<file path="config.mk">
export PLATFORM = sky130hd
export DESIGN_NAME = ps2_host_tx
export DESIGN_NICKNAME = d
export VERILOG_FILES = /design/src/rtl/ps2_host_tx.sv
export SDC_FILE = /design/constraint.sdc
export NUM_CORES = 1
export LEC_CHECK = 0
export ABC_AREA = 0
export BUFFER_PORTS_ARGS = -buffer_cell sky130_fd_sc_hd__buf_2
export CAP_MARGIN = 10
export CORE_MARGIN = 3
export CORE_UTILIZATION = 57
export DETAILED_ROUTE_END_ITERATION = 12
export GPL_TIMING_DRIVEN = 0
export HOLD_SLACK_MARGIN = 0.1
export PLACE_DENSITY = 0.78
export SLEW_MARGIN = 20
export SYNTH_ARGS = -nofsm -noshare
export SYNTH_HDL_FRONTEND = slang
export SYNTH_SLANG_ARGS = --single-unit
</file>
<file path="constraint.sdc">
create_clock -name clk -period 2.3 [get_ports clk]
set_input_delay 0.23 -clock clk [delete_from_list [all_inputs] [get_ports clk]]
set_output_delay 0.23 -clock clk [all_outputs]
set_load 0.03 [all_outputs]
</file>
<file path="src/rtl/ps2_host_tx.sv">
// PS/2 host-to-device transmitter: inhibit, request-to-send, 8 data + odd parity + stop, ACK sample.
// Optional watchdog enabled by defining PS2_TX_TIMEOUT_EN.
module ps2_host_tx #(
  parameter int unsigned INHIBIT_CYCLES = 5000,
  parameter int unsigned TIMEOUT_CYCLES = 1000000
) (
  input  logic       clk,
  input  logic       clr,
  input  logic       ps2_clk_in,
  input  logic       ps2_dat_in,
  output logic       ps2_clk_oe,
  output logic       ps2_dat_oe,
  input  logic [7:0] tx_data,
  input  logic       tx_valid,
  output logic       tx_ready,
  output logic       done,
  output logic       ack_ok,
  output logic       err,
  output logic [2:0] fsm_state
);
  // Request handshake: tx_data is taken on a clk edge where tx_valid and tx_ready are both 1;
  // tx_ready is high only in IDLE, so requests during a transfer are neither taken nor queued.

  typedef enum logic [2:0] {
    IDLE      = 3'd0,
    INHIBIT   = 3'd1,
    RTS       = 3'd2,
    SHIFT     = 3'd3,
    ACK       = 3'd4,
    WAIT_IDLE = 3'd5
  } state_t;

  localparam int IW = $clog2(INHIBIT_CYCLES + 1);
  localparam logic [IW-1:0] INH_LAST = IW'(INHIBIT_CYCLES - 1);

  state_t        state, state_n;
  logic [2:0]    sync_clk, sync_dat;
  logic          fall;
  logic [7:0]    data_r;
  logic          par_r;
  logic [3:0]    edge_cnt;
  logic [IW-1:0] inh_cnt;
  logic          dat_oe_r;
  logic          ack_r;
  logic          unused_sync;

  assign fall        = (sync_clk[2:1] == 2'b10);
  assign unused_sync = sync_dat[2];
  assign fsm_state   = state;
  assign ps2_clk_oe  = (state == INHIBIT) || (state == RTS);
  assign ps2_dat_oe  = dat_oe_r && ((state == RTS) || (state == SHIFT));

  always_ff @(posedge clk) begin
    if (clr) begin
      sync_clk <= 3'b111;
      sync_dat <= 3'b111;
    end else begin
      sync_clk <= {sync_clk[1:0], ps2_clk_in};
      sync_dat <= {sync_dat[1:0], ps2_dat_in};
    end
  end

`ifdef PS2_TX_TIMEOUT_EN
  localparam int TW = $clog2(TIMEOUT_CYCLES + 1);
  localparam logic [TW-1:0] TO_LAST = TW'(TIMEOUT_CYCLES - 1);

  logic [TW-1:0] to_cnt;
  logic          to_active;
  logic          to_hit;

  assign to_active = (state == RTS) || (state == SHIFT) || (state == ACK) || (state == WAIT_IDLE);
  // A falling edge restarts the watchdog, so it only fires on a stalled device clock.
  assign to_hit    = to_active && !fall && (to_cnt == TO_LAST);

  always_ff @(posedge clk) begin
    if (clr || !to_active) to_cnt <= '0;
    else if (fall)         to_cnt <= '0;
    else                   to_cnt <= to_cnt + 1'b1;
  end
`else
  logic unused_timeout;
  assign unused_timeout = (TIMEOUT_CYCLES == 0);
`endif

  always_comb begin
    state_n  = state;
    tx_ready = 1'b0;
    done     = 1'b0;
    ack_ok   = 1'b0;
    err      = 1'b0;
    case (state)
      IDLE: begin
        tx_ready = 1'b1;
        if (tx_valid) state_n = INHIBIT;
      end
      INHIBIT:   if (inh_cnt == INH_LAST) state_n = RTS;
      RTS:       state_n = SHIFT;
      SHIFT:     if (fall && edge_cnt == 4'd9) state_n = ACK;
      ACK:       if (fall) state_n = WAIT_IDLE;
      WAIT_IDLE: begin
        if (sync_clk[1] && sync_dat[1]) begin
          done    = 1'b1;
          ack_ok  = ack_r;
          err     = ~ack_r;
          state_n = IDLE;
        end
      end
      default:   state_n = IDLE;
    endcase
`ifdef PS2_TX_TIMEOUT_EN
    if (to_hit && !done) begin
      state_n = IDLE;
      done    = 1'b1;
      ack_ok  = 1'b0;
      err     = 1'b1;
    end
`endif
    if (clr) begin
      done   = 1'b0;
      ack_ok = 1'b0;
      err    = 1'b0;
    end
  end

  always_ff @(posedge clk) begin
    if (clr) begin
      state    <= IDLE;
      data_r   <= '0;
      par_r    <= 1'b0;
      edge_cnt <= '0;
      inh_cnt  <= '0;
      dat_oe_r <= 1'b0;
      ack_r    <= 1'b0;
    end else begin
      state <= state_n;
      case (state)
        IDLE: begin
          if (tx_valid) begin
            data_r   <= tx_data;
            par_r    <= ~^tx_data;
            edge_cnt <= '0;
            inh_cnt  <= '0;
            ack_r    <= 1'b0;
            dat_oe_r <= 1'b0;
          end
        end
        INHIBIT: begin
          inh_cnt <= inh_cnt + 1'b1;
          if (state_n == RTS) dat_oe_r <= 1'b1;
        end
        SHIFT: begin
          // edge_cnt holds the number of edges already seen, so it indexes the next bit.
          if (fall && edge_cnt != 4'd11) begin
            edge_cnt <= edge_cnt + 1'b1;
            if (edge_cnt < 4'd8)       dat_oe_r <= ~data_r[edge_cnt[2:0]];
            else if (edge_cnt == 4'd8) dat_oe_r <= ~par_r;
            else                       dat_oe_r <= 1'b0;
          end
        end
        ACK: begin
          if (fall && edge_cnt != 4'd11) begin
            edge_cnt <= edge_cnt + 1'b1;
            ack_r    <= ~sync_dat[1];
          end
        end
        default: ;
      endcase
      if (state_n == IDLE) dat_oe_r <= 1'b0;
    end
  end

endmodule

</file>
==> results of run 1 <==
Yosys cell counts (3+ instances only):
| cell type | number | area, um^2 |
|---|---|---|
| nor2b_1 | 3 | 18.8 |
| xnor2_1 | 9 | 78.8 |
| mux2_2 | 4 | 45.0 |
| or2_2 | 6 | 37.5 |
| a21oi_1 | 21 | 105 |
| nand2_1 | 30 | 113 |
| and3_1 | 5 | 31.3 |
| inv_1 | 3 | 11.3 |
| dfxtp_1 | 36 | 721 |
| o21ai_0 | 9 | 45.0 |
| nor2_1 | 19 | 71.3 |
| clkbuf_1 | 7 | 26.3 |
| buf_4 | 4 | 30.0 |
| ha_1 | 4 | 50.1 |
| nor3_1 | 7 | 35.0 |
| nand3b_1 | 4 | 30.0 |
| and2_1 | 3 | 18.8 |
| nand2b_1 | 3 | 18.8 |
| nand4_1 | 4 | 25.0 |
| nand3_1 | 10 | 50.1 |
final cells by class:
type | count | area, um^2 | share of cell area
inverter | 3 | 11.3 | 0.00515
timing repair buffer | 23 | 125 | 0.0573
clock inverter | 2 | 10.0 | 0.00458
tap | 44 | 55.1 | 0.0252
buffer | 13 | 66.3 | 0.0304
sequential | 36 | 721 | 0.330
clock buffer | 6 | 51.3 | 0.0235
multi-input combinational | 179 | 1140 | 0.524
what timing repair did:
item | 4_1_cts | 5_1_grt
endpoints found under the setup margin | 0 | 0
endpoints found under the hold margin | 2 | 0
hold buffers | 2 | 0
final timing paths:
| check | startpoint | endpoint | slack, ps | depth (start not counted) |
|---|---|---|---|---|
| hold reg to reg | sync_clk[0]$_SDFF_PP1_ | sync_clk[1]$_SDFF_PP1_ | 400 | 1 |
| setup reg to reg | fsm_state[0]$_SDFF_PP0_ | inh_cnt[8]$_SDFFE_PP0P_ | 220 | 6 |
| hold / removal | tx_data[2] | data_r[2]$_SDFFE_PP0P_ | 140 | 3 |
| setup / recovery | fsm_state[0]$_SDFF_PP0_ | inh_cnt[8]$_SDFFE_PP0P_ | 220 | 6 |
report_power, final:
group,switching (W),total (W),internal (W)
registers,0.0000123,0.000655,0.000642
logic,0.0000946,0.000159,0.0000643
clock network,0.000208,0.000353,0.000145
routing by layer:
layer  share of wire  vias up  global-route usage  wire, um
li1                -      888                   -         -
met1            0.46      840               0.308      1980
met2            0.47       39               0.357      2020
met3           0.046       13              0.0475       197
met4           0.021        0               0.106        89
met5               0        -                   0         0
kinds of logic after synthesis:
family                     count (synthesis)
and+or+nand+nor                          113
AOI/OAI and AO/OA                         46
DFF                                       36
buffers and inverters                     16
xor gates and xnor gates                  10
muxes                                      6
adders and majority gates                  4
per-stage QoR:
step	worst slack, ps	power [W]	hold WS (ps)	utilization
global placement	295	0.000821	393	0.667
finish	220	0.00117	139	0.693
detailed placement	265	0.000825	396	0.667
floorplan	37.5	0.000778	334	-
global route	53.2	0.00123	142	0.693
CTS	222	0.00117	131	0.693
worst register-to-register path, cell delays in order, from the launching register on:
cell,delay (ps)
dfxtp_1,420
or3b_1,380
buf_2,190
nor3_2,390
and3_1,230
mux2_2,330
nor2_1,90
sequential cells by signal, indices dropped and copies added (netlist names):
| signal | flops |
|---|---|
| fsm_state | 3 |
| edge_cnt | 4 |
| inh_cnt | 13 |
| sync_clk | 3 |
| par_r | 1 |
| data_r | 8 |
| dat_oe_r | 1 |
| ack_r | 1 |
| sync_dat | 2 |
==> flow_metrics.py, run 1 <==
metrics = {
    "global_route": {
        "grt_pass1_vias": 1660,
        "grt_pass1_wl_um": 7620,
        "grt_use_total": 0.231,
        "grt.overflow.total": 0,
        "grt_max_degree": 12,
        "antenna_found_initial": 0,
    },
    "critical_path": {
        "path_buf_inv": 1,
        "cp.required_ps": 2580,
        "path_max_fanout": 8,
        "critPathTopFamily": "simple AND/OR/NAND/NOR gates",
        "crit_path_end_kind": "register",
        "worst-setup-path-type": "register to register",
        "path_cells": "or3b_1 -> buf_2 -> nor3_2 -> and3_1 -> mux2_2 -> nor2_1",
        "crit_path_top_delay_cell": "dfxtp_1",
        "start_kind": "register",
        "crit_arrival_ps": 2360,
        "slowest_delay_ps": 420,
    },
    "synthesis": {
        "synth_fa_ha_area_frac": 0.0258,
        "synth_xor_area_frac": 0.0451,
        "synth_edf_count": 0,
        "synthMuxAreaShare": 0.0502,
        "ys_seq_elements": 36,
        "synthCells": 231,
        "yosys_warnings": 0,
        "synth_top_family_by_area": "simple AND/OR/NAND/NOR gates",
        "synth_seq_area_share": 0.371,
        "synth_cell_types": 51,
        "synth-main-ff-cell": "dfxtp_1",
        "syn-mean-instance-area_um2": 8.41,
        "synth-simple-area-share": 0.310,
        "synth_compound_area_frac": 0.158,
        "synthArstFlopShare": 0,
        "syn-num-nets": 248,
        "syn_area_mm2": 0.00194,
    },
    "detailed_routing": {
        "drc": 0,
        "drtIter0Drc": 94,
        "dr_total_vias": 1780,
        "vias_per_cell": 5.82,
        "drt_first_pass_iters": 5,
        "wl_per_cell_um": 14.0,
        "ant_nets": 0,
        "wirelength_um": 4290,
    },
    "cells_and_area": {
        "diodes": 0,
        "final_cell_mix": "dfxtp_1, nand2_1, buf_2, a21oi_1, nor2_1",
        "fill_cells": 296,
        "final_cell_area_mm2": 0.00218,
        "final_common_cell": "dfxtp_1",
        "fin_cells": 306,
        "drive_gt1_frac": 0.191,
        "fin_nets": 278,
        "area_growth_syn_to_layout_pct": 12.4,
    },
    "timing": {
        "fmax_mhz": 481,
        "min_period_ps": 2080,
        "timing.final.crit_share": 0.904,
        "fin_worst_skew_ps": 12.7,
        "final_max_slew_viol_count": 0,
        "slew-limit-headroom": 0.554,
        "finalHoldViolCount": 0,
        "rsz0062_at_grt": "false",
        "worst_pin_slew_ps": 659,
        "setup_viol": 0,
        "fin_tns_setup_ps": 0,
    },
    "floorplanning": {
        "core_area_mm2": 0.00315,
        "dieArea_mm2": 0.00415,
        "io_pins": 22,
        "die_h_um": 64.4,
        "die-width_um": 64.4,
        "rows": 20,
        "start_util": 0.616,
    },
    "clock_tree": {
        "clk_pin_slew_worst_paths_ps": 120,
        "cts_num_sinks": 36,
        "cts_max_path_buffers": 2,
        "cts-root-buf": "clkbuf_4",
        "cts_max_level": 2,
        "cts_tree": "built",
        "cts-buffers-inserted": 5,
        "post_cts_buffers": 0,
        "cts_resized": 0,
        "worst_skew_pair.late_latency_ps": 340,
    },
    "worst_hold_path": {
        "hold_path.class": "input port to register",
    },
    "placement": {
        "placedCellCount": 296,
        "place.gp.congestion": 0.875,
        "dpl.hpwl_um": 3150,
        "dpl_cell_area_mm2": 0.00210,
        "port_buffers": 21,
    },
    "power_and_ir_drop": {
        "ir_drop_uv": 434,
        "p_leak_nw": 0.810,
        "power.density_mw_per_mm2": 534,
    },
    "outcome": {
        "status": "complete, no violations",
    },
    "flow_run": {
        "drv_cap": 0,
    },
}
Power figures use the tool's default switching activity.
==> run 2: changes to the inputs <==
==> constraint.sdc (replaced) <==
create_clock -name clk -period 2.3 [get_ports clk]
set_input_delay 0.46 -clock clk [delete_from_list [all_inputs] [get_ports clk]]
set_output_delay 0.46 -clock clk [all_outputs]
set_load 0.03 [all_outputs]
==> run 2 against run 1 <==
Compared with the run above:
- core utilization fell by 0.48 points
- final cell count shrank 0.65%
- clock power about the same
- routed wire length down 5.6%
- fmax is 1.4% higher
- setup slack gained 28 ps
- hold slack better by 150 ps
- clock skew shrank 5.4 ps
- die area did not move
- largest power group unchanged
==> flow_metrics.py, run 2 (synthesis gave the netlist of run 1 again) <==
metrics = {
    "critical_path": {
        "path_cells": "buf_4 -> nand3_1 -> nor3_2 -> and2_1 -> buf_2",
        "slowest_delay_ps": 410,
        "path_buf_inv": 2,
        "crit_path_top_delay_cell": "dfxtp_1",
        "path_max_fanout": 10,
        "crit_path_end_kind": "output pin",
        "crit_arrival_ps": 1590,
        "start_kind": "register",
        "cp.required_ps": 1840,
        "worst-setup-path-type": "register to output pin",
        "critPathTopFamily": "simple AND/OR/NAND/NOR gates",
    },
    "timing": {
        "setup_viol": 0,
        "rsz0062_at_grt": "false",
        "fmax_mhz": 487,
        "finalHoldViolCount": 0,
        "slew-limit-headroom": 0.657,
        "fin_tns_setup_ps": 0,
        "min_period_ps": 2050,
        "fin_worst_skew_ps": 7.35,
        "worst_pin_slew_ps": 507,
        "timing.final.crit_share": 0.892,
        "final_max_slew_viol_count": 0,
    },
    "clock_tree": {
        "cts_max_path_buffers": 2,
        "cts-root-buf": "clkbuf_4",
        "worst_skew_pair.late_latency_ps": 340,
        "cts_num_sinks": 36,
        "hold_buffers": 0,
        "clk_pin_slew_worst_paths_ps": 110,
        "cts_max_level": 2,
        "cts_tree": "built",
        "cts_resized": 0,
        "cts-buffers-inserted": 5,
        "post_cts_buffers": 0,
    },
    "power_and_ir_drop": {
        "p_leak_nw": 0.802,
        "ir_drop_uv": 370,
        "power.density_mw_per_mm2": 535,
    },
    "floorplanning": {
        "die-width_um": 64.4,
        "dieArea_mm2": 0.00415,
        "die_h_um": 64.4,
        "start_util": 0.616,
        "rows": 20,
        "core_area_mm2": 0.00315,
        "io_pins": 22,
    },
    "placement": {
        "dpl_cell_area_mm2": 0.00211,
        "dpl.hpwl_um": 2990,
        "placedCellCount": 296,
        "port_buffers": 21,
        "place.gp.congestion": 0.860,
    },
    "detailed_routing": {
        "wl_per_cell_um": 13.3,
        "ant_nets": 0,
        "drt_first_pass_iters": 4,
        "wirelength_um": 4050,
        "vias_per_cell": 5.74,
        "drtIter0Drc": 123,
        "dr_total_vias": 1746,
        "drc": 0,
    },
    "global_route": {
        "grt.overflow.total": 0,
        "grt_pass1_vias": 1587,
        "grt_use_total": 0.218,
        "grt_pass1_wl_um": 7080,
        "antenna_found_initial": 0,
        "grt_max_degree": 12,
    },
    "cells_and_area": {
        "drive_gt1_frac": 0.196,
        "top_register": "inh_cnt",
        "fin_nets": 276,
        "final_common_cell": "dfxtp_1",
        "fin_cells": 304,
        "diodes": 0,
        "reg_top3": "inh_cnt (13), data_r (8), edge_cnt (4)",
        "area_growth_syn_to_layout_pct": 11.7,
        "final_cell_mix": "dfxtp_1, nand2_1, buf_2, a21oi_1, nor2_1",
        "final_cell_area_mm2": 0.00217,
        "largest_register_ff_count": 13,
    },
    "worst_hold_path": {
        "hold_path.class": "input port to register",
    },
    "outcome": {
        "status": "complete, no violations",
    },
    "flow_run": {
        "drv_cap": 0,
    },
}
[run 2: cell types whose count changed in the layout (fill, tap and decap cells not counted), sizes merged]
cell and change:
dlygate4sd3 -2
[run 2: where the power goes]
part | internal [W] | switching (W) | total (W)
Sequential | 0.000642 | 0.0000114 | 0.000654
Clock | 0.000145 | 0.000205 | 0.000350
Combinational | 0.0000621 | 0.0000957 | 0.000158
[run 2: area by class of cell]
type	instances	area, um^2
multi-input cells	179	1150
fillers	302	983
flip-flops and latches	36	721
repair buffers	21	105
plain buffers	13	66.3
well taps	44	55.1
clock buffers	6	51.3
inverters	3	11.3
clock inverters	2	10.0
[run 2: metal layers]
layer / global-route usage / share of wire / up-vias
li1: - / - / 886
met1: 0.288 / 0.47 / 794
met2: 0.339 / 0.45 / 58
met3: 0.0685 / 0.069 / 8
met4: 0.0660 / 0.015 / 0
met5: 0 / 0 / -
[run 2: path summary, 6_finish.rpt]
check / cells after the start / startpoint / to / slack, ps
max: 5 / fsm_state[0]$_SDFF_PP0_ / ack_ok / 250
min: 2 / ps2_dat_in / sync_dat[0]$_SDFF_PP1_ / 290
max reg2reg: 6 / fsm_state[0]$_SDFF_PP0_ / inh_cnt[8]$_SDFFE_PP0P_ / 260
min reg2reg: 1 / sync_clk[0]$_SDFF_PP1_ / sync_clk[1]$_SDFF_PP1_ / 420
[run 2: through the flow]
stage	power [W]	setup slack [ps]	utilization	hold WS [ps]
floorplan	0.000779	-9.18	-	389
global route	0.00124	46.7	0.688	261
detailed placement	0.000825	305	0.669	393
finish	0.00116	248	0.688	289
CTS	0.00118	219	0.688	276
global placement	0.000822	298	0.669	397
==> run 3: changes to the inputs <==
CORE_UTILIZATION = 60   (was 57)
PLACE_DENSITY = 0.82   (was 0.78)
clock period = 2.45 ns   (was 2.3 ns; I/O delays follow)
==> run 3 against run 2 <==
Compared with the run above:
- critical path depth unchanged
- power is 6.1% lower
- setup slack better by 110 ps
- register-to-register slack better by 110 ps
- critical path type unchanged
- critical endpoint unchanged
==> flow_metrics.py, run 3 (synthesis gave the netlist of run 1 again) <==
metrics = {
    "global_route": {
        "antenna_found_initial": 0,
        "grt.overflow.total": 0,
        "grt_pass1_vias": 1569,
        "grt_pass1_wl_um": 6950,
        "grt_max_degree": 12,
        "grt_use_total": 0.219,
    },
    "floorplanning": {
        "start_util": 0.631,
        "die_h_um": 62.9,
        "dieArea_mm2": 0.00396,
        "io_pins": 22,
        "rows": 20,
        "core_area_mm2": 0.00308,
        "die-width_um": 62.9,
    },
    "placement": {
        "port_buffers": 21,
        "dpl.hpwl_um": 2960,
        "place.gp.congestion": 0.884,
        "dpl_cell_area_mm2": 0.00211,
    },
    "timing": {
        "slew-limit-headroom": 0.595,
        "rsz0062_at_grt": "false",
        "setup_viol": 0,
        "min_period_ps": 2100,
        "worst_pin_slew_ps": 599,
        "fin_tns_setup_ps": 0,
        "finalHoldViolCount": 0,
        "fmax_mhz": 477,
        "fin_worst_skew_ps": 4.14,
        "timing.final.crit_share": 0.855,
        "final_max_slew_viol_count": 0,
    },
    "detailed_routing": {
        "wirelength_um": 4020,
        "drtIter0Drc": 116,
        "dr_total_vias": 1738,
        "drt_first_pass_iters": 4,
        "drc": 0,
        "wl_per_cell_um": 13.2,
        "ant_nets": 0,
        "vias_per_cell": 5.72,
    },
    "cells_and_area": {
        "multi_input_area_mm2": 0.00115,
        "largest_register_ff_count": 13,
        "drive_gt1_frac": 0.196,
        "top_register": "inh_cnt",
        "reg_top3": "inh_cnt (13), data_r (8), edge_cnt (4)",
        "final_common_cell": "dfxtp_1",
        "diodes": 0,
        "fin_nets": 276,
        "final_cell_area_mm2": 0.00217,
        "fill_cells": 259,
        "area_growth_syn_to_layout_pct": 11.7,
        "final_cell_mix": "dfxtp_1, nand2_1, buf_2, a21oi_1, nor2_1",
        "regArea_um2": 721,
    },
    "critical_path": {
        "cp.required_ps": 1960,
        "crit_path_end_kind": "output pin",
        "start_kind": "register",
        "crit_arrival_ps": 1610,
        "path_max_fanout": 10,
        "worst-setup-path-type": "register to output pin",
    },
    "clock_tree": {
        "hold_buffers": 0,
        "cts_num_sinks": 36,
        "post_cts_buffers": 0,
        "cts_max_path_buffers": 2,
        "cts-buffers-inserted": 5,
        "cts_resized": 0,
        "cts-root-buf": "clkbuf_4",
        "cts_tree": "built",
        "clk_pin_slew_worst_paths_ps": 110,
        "worst_skew_pair.late_latency_ps": 330,
        "cts_max_level": 2,
    },
    "power_and_ir_drop": {
        "ir_drop_uv": 457,
        "p_leak_nw": 0.802,
        "power_w": 0.00109,
        "power.density_mw_per_mm2": 503,
    },
    "outcome": {
        "status": "complete, no violations",
    },
    "worst_hold_path": {
        "hold_path.class": "input port to register",
    },
    "flow_run": {
        "drv_cap": 0,
    },
}
run 3: cell counts in the layout (fill, tap and decap cells not counted):
Identical to the previous run, type by type.
run 3: cell type report:
class,instances,area share
Buffer,13,0.0306
Clock buffer,6,0.0236
Clock inverter,2,0.00461
Inverter,3,0.00519
Multi-Input combinational cell,179,0.530
Sequential cell,36,0.332
Tap cell,44,0.0254
Timing Repair Buffer,21,0.0484
run 3: where the power goes:
part	switching (W)	total, W	internal [W]
Sequential	0.0000103	0.000613	0.000603
Combinational	0.0000884	0.000147	0.0000583
Clock	0.000194	0.000331	0.000137
Total	0.000293	0.00109	0.000798
run 3: final timing paths:
path,startpoint,to,slack (ps),cells after the start
worst min register to register,sync_clk[0]$_SDFF_PP1_,sync_clk[1]$_SDFF_PP1_,420,1
worst max-delay path,fsm_state[0]$_SDFF_PP0_,ack_ok,350,5
worst max register to register,fsm_state[0]$_SDFF_PP0_,inh_cnt[8]$_SDFFE_PP0P_,370,6
worst min-delay path,ps2_dat_in,sync_dat[0]$_SDFF_PP1_,330,2
run 3: through the flow:
step | setup WS, ps | instances | hold WS [ps] | utilization
3_3_place_gp | 452 | 296 | 395 | 0.685
5_1_grt | 175 | 304 | 315 | 0.705
2_1_floorplan | 111 | 231 | 389 | -
6_report | 355 | 304 | 326 | 0.705
4_1_cts | 340 | 304 | 318 | 0.705
3_5_place_dp | 435 | 296 | 397 | 0.685
run 3: layer usage:
layer / track usage / wire, um / vias up
met1: 0.287 / 1810 / 794
met2: 0.350 / 1880 / 54
met3: 0.0647 / 266 / 8
met4: 0.0606 / 59 / 0
met5: 0 / 0 / -
li1: - / - / 882
run 3: worst max-delay path, cell delays in order (launching register included):
cell and delay (ps):
dfxtp_1 410, buf_4 200, nand3_1 130, nor3_2 200
and2_1 140, buf_2 190
